### src/rtl/lifo_stack.sv
// Parameterised LIFO stack with zero-latency top-of-stack read.
// Optional sticky overflow/underflow flags enabled by LIFO_STACK_ERR_EN.
module lifo_stack #(
    parameter int WIDTH = 8,
    parameter int DEPTH = 16
) (
    input  logic                       clk,
    input  logic                       rst,
    input  logic                       push,
    input  logic                       pop,
    input  logic [WIDTH-1:0]           din,
    output logic [WIDTH-1:0]           dout,
    output logic [$clog2(DEPTH+1)-1:0] count,
    output logic                       empty,
    output logic                       full,
    input  logic                       err_clr,
    output logic                       overflow,
    output logic                       underflow
);

    localparam int CW = $clog2(DEPTH + 1);
    localparam int AW = (DEPTH > 1) ? $clog2(DEPTH) : 1;

    logic [WIDTH-1:0] mem [DEPTH];
    logic [AW-1:0]    top_idx;
    logic [AW-1:0]    wr_idx;
    logic             do_push;
    logic             do_pop;
    logic             do_swap;

    assign empty   = (count == '0);
    assign full    = (count == CW'(DEPTH));
    assign top_idx = AW'(count - CW'(1));
    assign wr_idx  = AW'(count);

    // An empty stack never exposes stale array contents.
    assign dout = empty ? '0 : mem[top_idx];

    // A push+pop on an empty stack degrades to a plain push.
    assign do_push = push && !full && (!pop || empty);
    assign do_pop  = pop && !push && !empty;
    assign do_swap = push && pop && !empty;

    // Occupancy counter; swap leaves it unchanged.
    always_ff @(posedge clk) begin
        if (rst) begin
            count <= '0;
        end else if (do_push) begin
            count <= count + CW'(1);
        end else if (do_pop) begin
            count <= count - CW'(1);
        end
    end

    // Storage is not reset; it is only visible through count.
    always_ff @(posedge clk) begin
        if (!rst) begin
            if (do_push) begin
                mem[wr_idx] <= din;
            end else if (do_swap) begin
                mem[top_idx] <= din;
            end
        end
    end

`ifdef LIFO_STACK_ERR_EN
    logic ovf_set;
    logic unf_set;

    assign ovf_set = push && !pop && full;
    assign unf_set = pop && empty;

    // Sticky error flags; clear wins over a same-cycle set.
    always_ff @(posedge clk) begin
        if (rst || err_clr) begin
            overflow  <= 1'b0;
            underflow <= 1'b0;
        end else begin
            if (ovf_set) overflow  <= 1'b1;
            if (unf_set) underflow <= 1'b1;
        end
    end
`else
    logic unused_err_clr;

    assign unused_err_clr = err_clr;
    assign overflow       = 1'b0;
    assign underflow      = 1'b0;
`endif

endmodule

### config.mk
export PLATFORM = sky130hd
export DESIGN_NAME = lifo_stack
export DESIGN_NICKNAME = d
export VERILOG_FILES = /design/src/rtl/lifo_stack.sv
export SDC_FILE = /design/constraint.sdc
export NUM_CORES = 1
export LEC_CHECK = 0
export BUFFER_PORTS_ARGS = -buffer_cell sky130_fd_sc_hd__buf_2
export CORE_ASPECT_RATIO = 0.5
export CORE_UTILIZATION = 40
export DETAILED_ROUTE_END_ITERATION = 12
export PLACE_DENSITY = 0.59
export SLEW_MARGIN = 20
export SYNTH_ARGS = -nofsm -noshare
export SYNTH_HDL_FRONTEND = slang
export SYNTH_SLANG_ARGS = --single-unit
### constraint.sdc
create_clock -name clk -period 5.67 [get_ports clk]
set_input_delay 0.2835 -clock clk [delete_from_list [all_inputs] [get_ports clk]]
set_output_delay 0.2835 -clock clk [all_outputs]
set_load 0.1 [all_outputs]
==> run metrics <==
Total Neg Setup Slack=0 ns; HPWL after DPL=~7.0 mm; number of flops mapped to enable cells by yosys=between 100 and 150; post-route ant nets=0; Largest delay share family, worst path=buffers and inverters; final wirelength=around 11 mm; syn_area_per_cell=18.20 um^2; Die W=169.4 um; Post-CTS Resized=0; Area Overhead vs Synth=16.52%; status=complete, no violations; antenna violations before repair=0; global-route wire length before repair=17.84 mm; Max stage delay cell, worst path=dfxtp_1; CORE AREA=13630 um^2; top cells by area, synth=edfxtp_1 69%, mux4_2 13%, mux2i_1 2.9%; actual slew at the worst max-slew pin=approximately 0.89 ns; max frequency=0.2898 GHz; Max Cap Viol=0; CP peak stage delay=roughly 0.65 ns; Synth top area share=68.57%; HP Class=primary input to flop; cell accounting for the most synthesized area=edfxtp_1; area of the multi-input gates=~1600 um^2; Max-slew headroom=40.29%; post-synthesis sequential area ratio=70.36%; Setup-failing EPs final=0; YS warnings=0; Post-CTS Setup Inserts=0; # rows=30; Root Buffer=clkbuf_16; Post-synth top cells=128 x edfxtp_1, 32 x mux4_2, 18 x nor3_1; grt total ovfl=0; Worst setup SP type=flop; Slew Viols, Final=0; DRC Markers=0; Initial Utilization=41.14%; Peak VDD IR=327.6 uV; post-synthesis cell area=5605 um^2; First-pass DRT Iterations=4; Clock transition at path regs=0.06 ns; Vias=2989; top-count cell post-synth=edfxtp_1; Post-Syn Instances=308; Clock Skews=0.005413 ns; Setup CP Type=flop to output pin; wire length per cell=20.77 um; placed instance count=516; share of cells above drive strength 1=about a third; total CTS buffers=17; leak pwr=~2.2 nW; clock latency on the worst-skew pair=0.41 ns; Core Util, Final=47.93%; Placer Congestion=about 0.85; largest net degree at the start of global routing=47; FF+latch count, synth=between 100 and 150; RSZ-0062 raised after global routing=no; ant diodes=0; Die Y=85.71 um; CP required=5.39 ns; Via density=5.454; final hold violation count=0; clock sinks=133; Register Area=3945 um^2; PwrDens=580.9 nW/um^2; CTS tree=built; hold_ws=around 0.18 ns; Non-Filler Instances=548; Synth cell types=46; critical path capture point type=output pin; DR iter-0 viols=307; die area=approximately 15000 um^2; post-layout min period=around 3.5 ns; # hold bufs at CTS=0; top_reg_cell synth=edfxtp_1; port bufs=26; number of global-route vias before repair=3149; H-tree depth=4; fin nets=359; critical-path cell list=inv_1 > ha_1 > buf_4 > mux4_2 > mux2i_1 > o22ai_1 > buf_2; GRT Total Usage=17.23%; clk buf depth=2; CP Buf/Inv Count=3; fin crit share=60.85%; Max FO, Critical Path=38; ys async rst share=0%; CP arrival=3.17 ns; # IOs=30; filler cell count=1136
## final cells by class
class / count / share of cell area, %
Clock buffer: 17 / 6.513
Inverter: 9 / 0.5172
Clock inverter: 15 / 2.184
Timing Repair Buffer: 33 / 2.797
Multi-Input combinational cell: 149 / 23.91
Tap cell: 192 / 3.678
Sequential cell: 133 / 60.40
## per-layer routing
| layer | global-route usage [%] | share of wire [%] | vias up |
|---|---|---|---|
| met1 | 24.08 | 47 | 1533 |
| met3 | 4.938 | 5.9 | 15 |
| met2 | 26.15 | 45 | 98 |
| li1 | - | - | 1343 |
| met5 | 0 | 0 | - |
| met4 | 5.651 | 1.6 | 0 |
## cell usage in the layout (no fill, tap or decap), types with 6 or more instances in the layout
| cell type | n |
|---|---|
| edfxtp_1 | 128 |
| mux4_2 | 32 |
| buf_2 | 26 |
| clkbuf_16 | 17 |
| mux2i_1 | 16 |
| nor3_1 | 14 |
| nor2_1 | 13 |
| o22ai_1 | 10 |
| nor4_1 | 8 |
| inv_1 | 7 |
| buf_4 | 7 |
| inv_6 | 6 |
## metrics by stage
stage | power (mW) | instance area [um^2] | setup WS (ns)
3_3_place_gp | 2.751 | 5963 | 2.451
5_1_grt | 3.939 | 6531 | 2.049
2_1_floorplan | 2.455 | 5609 | 0.2188
4_1_cts | 3.812 | 6531 | 2.213
3_5_place_dp | 2.770 | 5963 | 2.338
6_report | 3.794 | 6531 | 2.220
## logic make-up after synthesis
| logic type | count (synthesis) | synth area share, % |
|---|---|---|
| flip-flops | 133 | 70.36 |
| AND/OR/NAND/NOR | 65 | 6.697 |
| multiplexers | 50 | 16.12 |
| AO/OA/AOI/OAI | 27 | 3.437 |
| buffers and inverters | 27 | 2.344 |
| adder cells (fa/ha/maj) | 3 | 0.6697 |
| XOR/XNOR | 2 | 0.3126 |
| other | 1 | 0.06690 |
## final timing paths
path / startpoint / endpoint / slack [ns] / depth (start not counted)
worst max-delay path: count[1]$_SDFFE_PP0P_ / dout[6] / 2.22 / 7
worst min-delay path: rst / count[4]$_SDFFE_PP0P_ / 0.18 / 2
worst max register to register: count[1]$_SDFFE_PP0P_ / mem[3][0]$_DFFE_PP_ / 2.32 / 7
worst min register to register: count[4]$_SDFFE_PP0P_ / count[4]$_SDFFE_PP0P_ / 0.68 / 3
## flip-flops by register name (all words and copies together), names as in the netlist
register,count
count,5
mem,128
## power by group
| part | internal [mW] | switching [mW] |
|---|---|---|
| sequential | 1.13 | 0.0372 |
| combinational | 0.426 | 1.16 |
| clock | 0.614 | 0.433 |
## worst reg2reg max path: stages, from the launching register on
cell	delay, ns
dfxtp_1	0.65
inv_1	0.13
ha_1	0.28
xor2_2	0.16
buf_4	0.27
o221ai_1	0.30
or4b_4	0.55
nor2_1	0.64
No activity file was read; power rests on OpenSTA's default activity.
